**config.mk**
```make
export PLATFORM = sky130hd
export DESIGN_NAME = conv_layer_sched_flat
export DESIGN_NICKNAME = d
export VERILOG_FILES = /design/src/rtl/conv_layer_sched_if.sv /design/src/rtl/conv_layer_sched.sv /design/src/flat_wrapper.sv
export SDC_FILE = /design/constraint.sdc
export NUM_CORES = 1
export LEC_CHECK = 0
export ABC_CLOCK_PERIOD_IN_PS = 3680
export CORE_ASPECT_RATIO = 2
export CORE_UTILIZATION = 45
export DETAILED_ROUTE_END_ITERATION = 10
export PLACE_DENSITY = 0.66
export SLEW_MARGIN = 10
export SYNTH_ARGS = -nofsm -noshare
export SYNTH_HDL_FRONTEND = slang
export SYNTH_SLANG_ARGS = --single-unit
```
**constraint.sdc**
```tcl
create_clock -name clk -period 3.68 [get_ports clk]
set_input_delay 0.368 -clock clk [delete_from_list [all_inputs] [get_ports clk]]
set_output_delay 0.368 -clock clk [all_outputs]
set_load 0.05 [all_outputs]
```
**src/rtl/conv_layer_sched_if.sv**
```systemverilog
`default_nettype none
// ============================================================================
//  Module      : conv_layer_sched_if
//  Description : Control/handshake bundle between the host/load logic and
//                the LeNet-5 layer sequencer. The host side drives the run
//                request, abort and load-complete strobes. The sequencer side
//                returns status, per-layer enables and the feature-BRAM row
//                address.
//                Optional macro CONV_SCHED_PERF_EN adds cycle_cnt[15:0].
//  Modports    : master - host / load logic
//                slave  - conv_layer_sched
//  Revision    : 1.0 - initial release
// ============================================================================
interface conv_layer_sched_if #(
    parameter int ADDR_W = 6
);
    logic              start;
    logic              abort;
    logic              load_down;
    logic              load_req;
    logic              busy;
    logic              done;
    logic [2:0]        layer_id;
    logic              C1_en;
    logic              S2_en;
    logic              C3_en;
    logic              S4_en;
    logic              C5_en;
    logic [ADDR_W-1:0] bram_addr_f;
    logic              addr_valid;
    logic [ADDR_W-1:0] out_row;
`ifdef CONV_SCHED_PERF_EN
    logic [15:0]       cycle_cnt;
`endif

    modport master (
        output start, abort, load_down,
        input  load_req, busy, done, layer_id,
        input  C1_en, S2_en, C3_en, S4_en, C5_en,
        input  bram_addr_f, addr_valid, out_row
`ifdef CONV_SCHED_PERF_EN
        , input cycle_cnt
`endif
    );

    modport slave (
        input  start, abort, load_down,
        output load_req, busy, done, layer_id,
        output C1_en, S2_en, C3_en, S4_en, C5_en,
        output bram_addr_f, addr_valid, out_row
`ifdef CONV_SCHED_PERF_EN
        , output cycle_cnt
`endif
    );
endinterface
`default_nettype wire

```
**src/rtl/conv_layer_sched.sv**
```systemverilog
`default_nettype none
// ============================================================================
//  Module      : conv_layer_sched
//  Description : Top-level sequencer for the LeNet-5 conv/pool datapath.
//                IDLE -> LOAD (host handshake) -> C1 -> S2 -> C3 -> S4 -> C5
//                -> DONE -> IDLE. Each layer issues its row addresses and then
//                drains for PIPE_LAT cycles. The next layer follows the last
//                drain cycle without a bubble.
//  Ports       : clk  - system clock
//                rst  - asynchronous active-low reset
//                ctl  - conv_layer_sched_if.slave (start/abort/load_down in;
//                       load_req, busy, done, layer_id, C*/S*_en,
//                       bram_addr_f, addr_valid, out_row out)
//  Option      : CONV_SCHED_PERF_EN adds ctl.cycle_cnt (busy-cycle counter)
//  Revision    : 1.0 - initial release
// ============================================================================
module conv_layer_sched #(
    parameter int IMAGE       = 32,
    parameter int KERNEL_SIZE = 5,
    parameter int ADDR_W      = $clog2(IMAGE + 1),
    parameter int PIPE_LAT    = 2
) (
    input  logic                clk,
    input  logic                rst,
    conv_layer_sched_if.slave   ctl
);

    // Layer input heights, fixed at elaboration.
    localparam int c_N1 = IMAGE;
    localparam int c_N2 = c_N1 - KERNEL_SIZE + 1;
    localparam int c_N3 = c_N2 / 2;
    localparam int c_N4 = c_N3 - KERNEL_SIZE + 1;
    localparam int c_N5 = c_N4 / 2;

    // Final row-counter value per layer. Conv layers stop at N-K and pool
    // layers stop at N-1.
    localparam logic [ADDR_W-1:0] c_C1_LAST = ADDR_W'(c_N1 - KERNEL_SIZE);
    localparam logic [ADDR_W-1:0] c_S2_LAST = ADDR_W'(c_N2 - 1);
    localparam logic [ADDR_W-1:0] c_C3_LAST = ADDR_W'(c_N3 - KERNEL_SIZE);
    localparam logic [ADDR_W-1:0] c_S4_LAST = ADDR_W'(c_N4 - 1);
    localparam logic [ADDR_W-1:0] c_C5_LAST = ADDR_W'(c_N5 - KERNEL_SIZE);
    localparam logic [ADDR_W-1:0] c_K_LAST  = ADDR_W'(KERNEL_SIZE - 1);

    localparam int              c_DW     = (PIPE_LAT > 1) ? $clog2(PIPE_LAT) : 1;
    localparam logic [c_DW-1:0] c_D_LAST = c_DW'((PIPE_LAT > 0) ? PIPE_LAT - 1 : 0);

    typedef enum logic [2:0] {
        S_IDLE = 3'd0,
        S_LOAD = 3'd1,
        S_C1   = 3'd2,
        S_S2   = 3'd3,
        S_C3   = 3'd4,
        S_S4   = 3'd5,
        S_C5   = 3'd6,
        S_DONE = 3'd7
    } state_t;

    state_t            r_state, w_state;
    logic              r_drain, w_drain;
    logic [ADDR_W-1:0] r_row,   w_row;
    logic [ADDR_W-1:0] r_k,     w_k;
    logic [c_DW-1:0]   r_dcnt,  w_dcnt;

    logic              w_is_conv;
    logic [ADDR_W-1:0] w_last_row;
    logic              w_last_issue;
    logic              w_advance;

    // Next-cycle output values; outputs are registered from these.
    logic [2:0]        w_layer_id;
    logic              w_nxt_conv;
    logic              w_issue;
    logic [4:0]        w_en;
    logic [ADDR_W-1:0] w_addr;
    logic [ADDR_W-1:0] w_out_row;

    logic              r_load_req, r_busy, r_done, r_addr_valid;
    logic [2:0]        r_layer_id;
    logic [4:0]        r_en;
    logic [ADDR_W-1:0] r_addr, r_out_row;

    // ------------------------------------------------------------------
    // Next-state / next-output logic
    // ------------------------------------------------------------------
    always_comb begin
        w_state    = r_state;
        w_drain    = r_drain;
        w_row      = r_row;
        w_k        = r_k;
        w_dcnt     = r_dcnt;
        w_advance  = 1'b0;
        w_is_conv  = 1'b0;
        w_last_row = '0;

        case (r_state)
            S_C1:    begin w_is_conv = 1'b1; w_last_row = c_C1_LAST; end
            S_S2:    begin w_is_conv = 1'b0; w_last_row = c_S2_LAST; end
            S_C3:    begin w_is_conv = 1'b1; w_last_row = c_C3_LAST; end
            S_S4:    begin w_is_conv = 1'b0; w_last_row = c_S4_LAST; end
            S_C5:    begin w_is_conv = 1'b1; w_last_row = c_C5_LAST; end
            default: ;
        endcase

        w_last_issue = (r_row == w_last_row) && (!w_is_conv || (r_k == c_K_LAST));

        case (r_state)
            S_IDLE: begin
                if (ctl.start && !ctl.abort) w_state = S_LOAD;
            end
            S_LOAD: begin
                if (ctl.load_down) begin
                    w_state = S_C1;
                    w_row   = '0;
                    w_k     = '0;
                    w_drain = 1'b0;
                    w_dcnt  = '0;
                end
            end
            S_DONE: begin
                w_state = S_IDLE;
            end
            default: begin
                if (!r_drain) begin
                    if (w_last_issue) begin
                        if (PIPE_LAT == 0) begin
                            w_advance = 1'b1;
                        end else begin
                            w_drain = 1'b1;
                            w_dcnt  = '0;
                        end
                    end else if (w_is_conv && (r_k != c_K_LAST)) begin
                        w_k = r_k + 1'b1;
                    end else begin
                        // k is the inner loop; pool layers keep k at 0.
                        w_k   = '0;
                        w_row = r_row + 1'b1;
                    end
                end else if (r_dcnt == c_D_LAST) begin
                    w_advance = 1'b1;
                end else begin
                    w_dcnt = r_dcnt + 1'b1;
                end

                if (w_advance) begin
                    w_row   = '0;
                    w_k     = '0;
                    w_drain = 1'b0;
                    w_dcnt  = '0;
                    case (r_state)
                        S_C1:    w_state = S_S2;
                        S_S2:    w_state = S_C3;
                        S_C3:    w_state = S_S4;
                        S_S4:    w_state = S_C5;
                        S_C5:    w_state = S_DONE;
                        default: w_state = S_IDLE;
                    endcase
                end
            end
        endcase

        // Abort overrides any load handshake or layer transition.
        if ((r_state != S_IDLE) && ctl.abort) begin
            w_state = S_IDLE;
            w_row   = '0;
            w_k     = '0;
            w_drain = 1'b0;
            w_dcnt  = '0;
        end

        w_nxt_conv = 1'b0;
        case (w_state)
            S_C1:    begin w_layer_id = 3'd1; w_nxt_conv = 1'b1; end
            S_S2:    w_layer_id = 3'd2;
            S_C3:    begin w_layer_id = 3'd3; w_nxt_conv = 1'b1; end
            S_S4:    w_layer_id = 3'd4;
            S_C5:    begin w_layer_id = 3'd5; w_nxt_conv = 1'b1; end
            default: w_layer_id = 3'd0;
        endcase

        w_issue = (w_layer_id != 3'd0) && !w_drain;

        w_en[0] = w_issue && (w_state == S_C1);
        w_en[1] = w_issue && (w_state == S_S2);
        w_en[2] = w_issue && (w_state == S_C3);
        w_en[3] = w_issue && (w_state == S_S4);
        w_en[4] = w_issue && (w_state == S_C5);

        // Address and row index are held through drain and DONE, zero before C1.
        w_addr    = r_addr;
        w_out_row = r_out_row;
        if ((w_state == S_IDLE) || (w_state == S_LOAD)) begin
            w_addr    = '0;
            w_out_row = '0;
        end else if (w_issue) begin
            w_addr    = w_nxt_conv ? (w_row + w_k) : w_row;
            w_out_row = w_nxt_conv ? w_row : (w_row >> 1);
        end
    end

    // ------------------------------------------------------------------
    // State and output registers
    // ------------------------------------------------------------------
    always_ff @(posedge clk or negedge rst) begin
        if (!rst) begin
            r_state      <= S_IDLE;
            r_drain      <= 1'b0;
            r_row        <= '0;
            r_k          <= '0;
            r_dcnt       <= '0;
            r_load_req   <= 1'b0;
            r_busy       <= 1'b0;
            r_done       <= 1'b0;
            r_layer_id   <= 3'd0;
            r_en         <= '0;
            r_addr_valid <= 1'b0;
            r_addr       <= '0;
            r_out_row    <= '0;
        end else begin
            r_state      <= w_state;
            r_drain      <= w_drain;
            r_row        <= w_row;
            r_k          <= w_k;
            r_dcnt       <= w_dcnt;
            r_load_req   <= (w_state == S_LOAD);
            r_busy       <= (w_state != S_IDLE);
            r_done       <= (w_state == S_DONE);
            r_layer_id   <= w_layer_id;
            r_en         <= w_en;
            r_addr_valid <= w_issue;
            r_addr       <= w_addr;
            r_out_row    <= w_out_row;
        end
    end

    assign ctl.load_req    = r_load_req;
    assign ctl.busy        = r_busy;
    assign ctl.done        = r_done;
    assign ctl.layer_id    = r_layer_id;
    assign ctl.C1_en       = r_en[0];
    assign ctl.S2_en       = r_en[1];
    assign ctl.C3_en       = r_en[2];
    assign ctl.S4_en       = r_en[3];
    assign ctl.C5_en       = r_en[4];
    assign ctl.addr_valid  = r_addr_valid;
    assign ctl.bram_addr_f = r_addr;
    assign ctl.out_row     = r_out_row;

`ifdef CONV_SCHED_PERF_EN
    // The count includes the current busy cycle. The accepting edge
    // therefore loads 1, and the value equals the cycle index when DONE is reached.
    logic [15:0] r_cycle_cnt;

    always_ff @(posedge clk or negedge rst) begin
        if (!rst) begin
            r_cycle_cnt <= '0;
        end else if (r_state == S_IDLE) begin
            if (w_state == S_LOAD) r_cycle_cnt <= 16'd1;
        end else if (ctl.abort) begin
            r_cycle_cnt <= '0;
        end else if ((w_state != S_IDLE) && (r_cycle_cnt != 16'hFFFF)) begin
            r_cycle_cnt <= r_cycle_cnt + 16'd1;
        end
    end

    assign ctl.cycle_cnt = r_cycle_cnt;
`endif

endmodule
`default_nettype wire

```
**src/flat_wrapper.sv**
```systemverilog
// flat-port wrapper written by rule: the top's interface ports become plain ports
module conv_layer_sched_flat 
#(
    parameter int IMAGE       = 32,
    parameter int KERNEL_SIZE = 5,
    parameter int ADDR_W      = $clog2(IMAGE + 1),
    parameter int PIPE_LAT    = 2
)
  (clk, rst, ctl_start, ctl_abort, ctl_load_down, ctl_load_req, ctl_busy, ctl_done, ctl_layer_id, ctl_C1_en, ctl_S2_en, ctl_C3_en, ctl_S4_en, ctl_C5_en, ctl_bram_addr_f, ctl_addr_valid, ctl_out_row);
  conv_layer_sched_if #(.ADDR_W(ADDR_W)) ctl_i ();
  input  logic clk;
  input  logic rst;
  input wire logic [$bits(ctl_i.start)-1:0] ctl_start;
  input wire logic [$bits(ctl_i.abort)-1:0] ctl_abort;
  input wire logic [$bits(ctl_i.load_down)-1:0] ctl_load_down;
  output wire logic [$bits(ctl_i.load_req)-1:0] ctl_load_req;
  output wire logic [$bits(ctl_i.busy)-1:0] ctl_busy;
  output wire logic [$bits(ctl_i.done)-1:0] ctl_done;
  output wire logic [$bits(ctl_i.layer_id)-1:0] ctl_layer_id;
  output wire logic [$bits(ctl_i.C1_en)-1:0] ctl_C1_en;
  output wire logic [$bits(ctl_i.S2_en)-1:0] ctl_S2_en;
  output wire logic [$bits(ctl_i.C3_en)-1:0] ctl_C3_en;
  output wire logic [$bits(ctl_i.S4_en)-1:0] ctl_S4_en;
  output wire logic [$bits(ctl_i.C5_en)-1:0] ctl_C5_en;
  output wire logic [$bits(ctl_i.bram_addr_f)-1:0] ctl_bram_addr_f;
  output wire logic [$bits(ctl_i.addr_valid)-1:0] ctl_addr_valid;
  output wire logic [$bits(ctl_i.out_row)-1:0] ctl_out_row;
  assign ctl_i.start = ctl_start;
  assign ctl_i.abort = ctl_abort;
  assign ctl_i.load_down = ctl_load_down;
  assign ctl_load_req = ctl_i.load_req;
  assign ctl_busy = ctl_i.busy;
  assign ctl_done = ctl_i.done;
  assign ctl_layer_id = ctl_i.layer_id;
  assign ctl_C1_en = ctl_i.C1_en;
  assign ctl_S2_en = ctl_i.S2_en;
  assign ctl_C3_en = ctl_i.C3_en;
  assign ctl_S4_en = ctl_i.S4_en;
  assign ctl_C5_en = ctl_i.C5_en;
  assign ctl_bram_addr_f = ctl_i.bram_addr_f;
  assign ctl_addr_valid = ctl_i.addr_valid;
  assign ctl_out_row = ctl_i.out_row;
  conv_layer_sched #(.IMAGE(IMAGE), .KERNEL_SIZE(KERNEL_SIZE), .ADDR_W(ADDR_W), .PIPE_LAT(PIPE_LAT)) u_core (.clk(clk), .rst(rst), .ctl(ctl_i));
endmodule
```
==> impl_metrics.csv <==
group,metric,value,unit
status,status,"complete, no violations",
layout,drive_gt1_frac,0.1698,
layout,fin_cells,384,
placement,dpl.cell_count,375,
layout,final_common_cell,"dfrtp_1",
global_route,grt_pass1_wl,11.20,mm
critical_path,startpoint,"u_core.r_state[2]",
layout,antenna_cells,0,
logic_synthesis,ys_seq_area_frac,0.4110,
logic_synthesis,synth-edff-count,0,
critical_path,cpPeakStageDelay,0.56,ns
logic_synthesis,synth_area_leader_cell,"dfrtp_1",
worst_hold_path,hold_path.class,"in2async",
die,fp.dieW,54.67,um
pwr,pwr-share-clk,0.265,
clock_tree,clk_path_buf_depth,2,
clock_tree,cts_inserted_buffers,5,
logic_synthesis,ys_async_sr_fraction,1.000,
timing,finClkSkew,0.005639,ns
routing,drc,0,
global_route,grt_pass1_vias,2328,
routing,via_per_inst,5.909,
pwr,total_power,1.458,mW
logic_synthesis,synth_xor_area_frac,0.02105,
critical_path,rr_endpoint,"u_core.ctl.bram_addr_f[5]",
placement,port_buffers,28,
layout,area_delta_synth_final,24.26,%
critical_path,required,3.91,ns
critical_path,timing.rr.start,"u_core.r_state[2]",
logic_synthesis,syn_avg_cell_area,9.110,sq um
logic_synthesis,ys_types,65,
critical_path,rrSetupSlack,0.16,ns
pwr,vdd_drop_max,0.3530,mV
logic_synthesis,syn_area,2496,sq um
die,start_util,0.4646,
logic_synthesis,yosys_most_used_dff,"dfrtp_1",
timing,fin_setup_tns,0,ns
routing,drtPass1Iterations,4,
critical_path,cp_max_fo,9,
critical_path,crit_path_top_delay_cell,"a2111o_4",
clock_tree,clk_latency,0.30,ns
critical_path,worstSetupStartpointType,"register",
timing,whs,0.1878,ns
clock_tree,clk_pin_slew,0.08,ns
critical_path,endpoint_kind,"register",
die,die_area,5867,sq um
logic_synthesis,synthCells,274,
logic_synthesis,syn-num-nets,288,
logic_synthesis,yosys.area_share.simple,0.1955,
die,ios,29,
global_route,grt_usage,0.2723,
timing,final.min_clock_period,3.520,ns
timing,setup_viol,0,
critical_path,crit_chain,"nor2b_4 -> or3_4 -> a2111o_4 -> a41o_1 -> o21ai_1 -> or2_1 -> inv_1 -> ha_1 -> a21oi_1 -> o21ai_1 -> nand2_1 -> or3_1 -> a211o_1 -> o211ai_2",
die,die_y,107.3,um
pwr,seqPwrFrac,0.370,
global_route,antenna_found_initial,0,
timing,hold_viol,0,
critical_path,cpMostUsedCell,"o21ai_1",
critical_path,rr_worst_depth,14,
logic_synthesis,synth_top_family_by_area,"compound AO/OA/AOI/OAI gates",
pwr,swShare,0.3692,
clock_tree,hold_buffers,0,
clock_tree,clock_sinks,41,
pwr,p_leak,1.371,nW
routing,route.detailed.wl_per_inst,18.52,um
timing,clock.fmax,284.1,MHz
timing,period_share,0.9564,
logic_synthesis,yosys_warnings,0,
placement,gp_congestion,0.9306,
logic_synthesis,synth_compound_area_frac,0.2712,
timing,slew_headroom,0.3818,
logic_synthesis,synthTopCellsByArea,"dfrtp_1, a21oi_1, nand2_1",
layout,final_cell_mix,"dfrtp_1, nand2_1, a21oi_1, nor2_1, clkdlybuf4s50_1",
critical_path,cp.arrival,3.75,ns
critical_path,critPathTopFamily,"compound AO/OA/AOI/OAI gates",
logic_synthesis,synth-seq-cells,41,
routing,wl,7.111,mm
global_route,grt_max_degree,42,
routing,num_vias,2269,
die,rows,38,
logic_synthesis,yosys.area_share.adder,0.04812,
pwr,combPwrFrac,0.364,
pwr,cellInternalPower,0.9199,mW
logic_synthesis,synth.top_cell.area_share,0.4110,
routing,ant_nets,0,
timing,worstMarginPinSlew,0.9274,ns
layout,nNetsFinal,337,
global_route,gr-total-overflow,0,
clock_tree,h-tree-depth,2,
job,maxCapViolations,0,
placement,dp_hpwl,5.433,mm
pwr,power_density,470.2,nW/um^2
timing,slew_viol_final,0,
clock_tree,cts_tree,"built",
clock_tree,root_buffer,"clkbuf_8",
logic_synthesis,synth_mux_area_frac,0.008521,
timing,grt_setup_unrepaired,"no",
routing,first_iter_violations,61,
die,core_area,5373,sq um
pwr,power_switching,0.5385,mW
critical_path,critPathKind,"reg2reg",
critical_path,critPathBufInv,1,
[cells in the mapped netlist, types with 2 or more instances]
cell type and n:
clkbuf_1 8, nand3_1 10, dfrtp_1 41, inv_1 11, nor4_1 3, nor2_1 28
nand3b_1 2, a221oi_1 2, nor3_1 6, inv_2 2, ha_1 8, or4_1 2
a211o_1 2, a221o_1 2, o21a_1 2, xor2_1 2, o311ai_0 2, nand2b_1 3
buf_2 2, o211ai_1 4, a31oi_1 3, buf_6 2, a211oi_1 5, xnor2_1 4
a21oi_1 28, o21ai_0 7, a21o_1 3, or2_1 2, nand2_1 32, o21ai_1 7
or3_1 2, nand4_1 2, and3_1 3
[worst max path at each step]
stage                                endpoint  cells past startpoint  slack, ns
floorplan           u_core.ctl.bram_addr_f[5]                     15       0.25
global placement    u_core.ctl.bram_addr_f[5]                     14       0.18
detailed placement  u_core.ctl.bram_addr_f[5]                     14       0.12
CTS                 u_core.ctl.bram_addr_f[5]                     14       0.10
global route        u_core.ctl.bram_addr_f[5]                     14     0.0004
finish              u_core.ctl.bram_addr_f[5]                     14       0.16
[per-stage QoR]
step / worst slack [ns] / utilization / area [sq um]
after detailed placement: 0.1231 / 0.5531 / 2972
after global placement: 0.1794 / 0.5531 / 2972
after floorplan: 0.2458 / - / 2496
after CTS: 0.1036 / 0.5755 / 3092
final: 0.1604 / 0.5773 / 3102
after global routing: 0.0003650 / 0.5773 / 3102
[power groups by stage]
stage                     sequential [mW]  clock [mW]  combinational [mW]
final                               0.540       0.387               0.531
after global routing                0.544       0.414               0.574
after CTS                           0.538       0.394               0.529
after detailed placement            0.546           0               0.526
after global placement              0.546           0               0.528
after floorplan                     0.574           0               0.284
[final cells by class]
cell class | count | area, sq um
Fill cell | 511 | 2271
Multi-Input combinational cell | 208 | 1361
Sequential cell | 41 | 1026
Timing Repair Buffer | 54 | 470.5
Clock buffer | 6 | 82.58
Tap cell | 60 | 75.07
Inverter | 13 | 48.80
Clock inverter | 2 | 37.54
[state kept, by name, summed over array words and instances (netlist names)]
| name | cells |
|---|---|
| u_core.ctl.bram_addr_f | 6 |
| u_core.ctl.out_row | 6 |
| u_core.r_k | 6 |
| u_core.r_row | 6 |
| u_core.r_en | 5 |
| u_core.ctl.layer_id | 3 |
| u_core.r_state | 3 |
| u_core.ctl.addr_valid | 1 |
| u_core.ctl.busy | 1 |
| u_core.ctl.done | 1 |
| u_core.ctl.load_req | 1 |
| u_core.r_dcnt | 1 |
| u_core.r_drain | 1 |
[layer usage]
metal / global-route usage / routed length, um / vias to the layer above
li1: - / - / 1096
met1: 0.2781 / 2691 / 1104
met2: 0.4785 / 3908 / 47
met3: 0.03814 / 166 / 22
met4: 0.1703 / 344 / 0
met5: 0 / 0 / -
[worst register-to-register path: stages (launching register included)]
cell	delay [ns]
dfrtp_1	0.40
nor2b_4	0.13
or3_4	0.34
a2111o_4	0.56
a41o_1	0.25
o21ai_1	0.16
or2_1	0.18
inv_1	0.07
ha_1	0.33
a21oi_1	0.10
o21ai_1	0.18
nand2_1	0.07
or3_1	0.34
a211o_1	0.28
o211ai_2	0.07
[logic make-up (layout without fill, tap and decap cells)]
logic type | count (synthesis) | after routing
DFF | 41 | 41
xor gates and xnor gates | 6 | 6
and+or+nand+nor | 102 | 102
adders and majority gates | 9 | 9
muxes | 2 | 2
AOI/OAI and AO/OA | 89 | 89
buffers and inverters | 25 | 75
[repair_timing]
action,in CTS,in global routing
endpoints found under the setup margin,0,1
hold endpoints to repair,0,0
gates resized for setup,0,2
buffers inserted,0,1
Power figures use the tool's default switching activity.
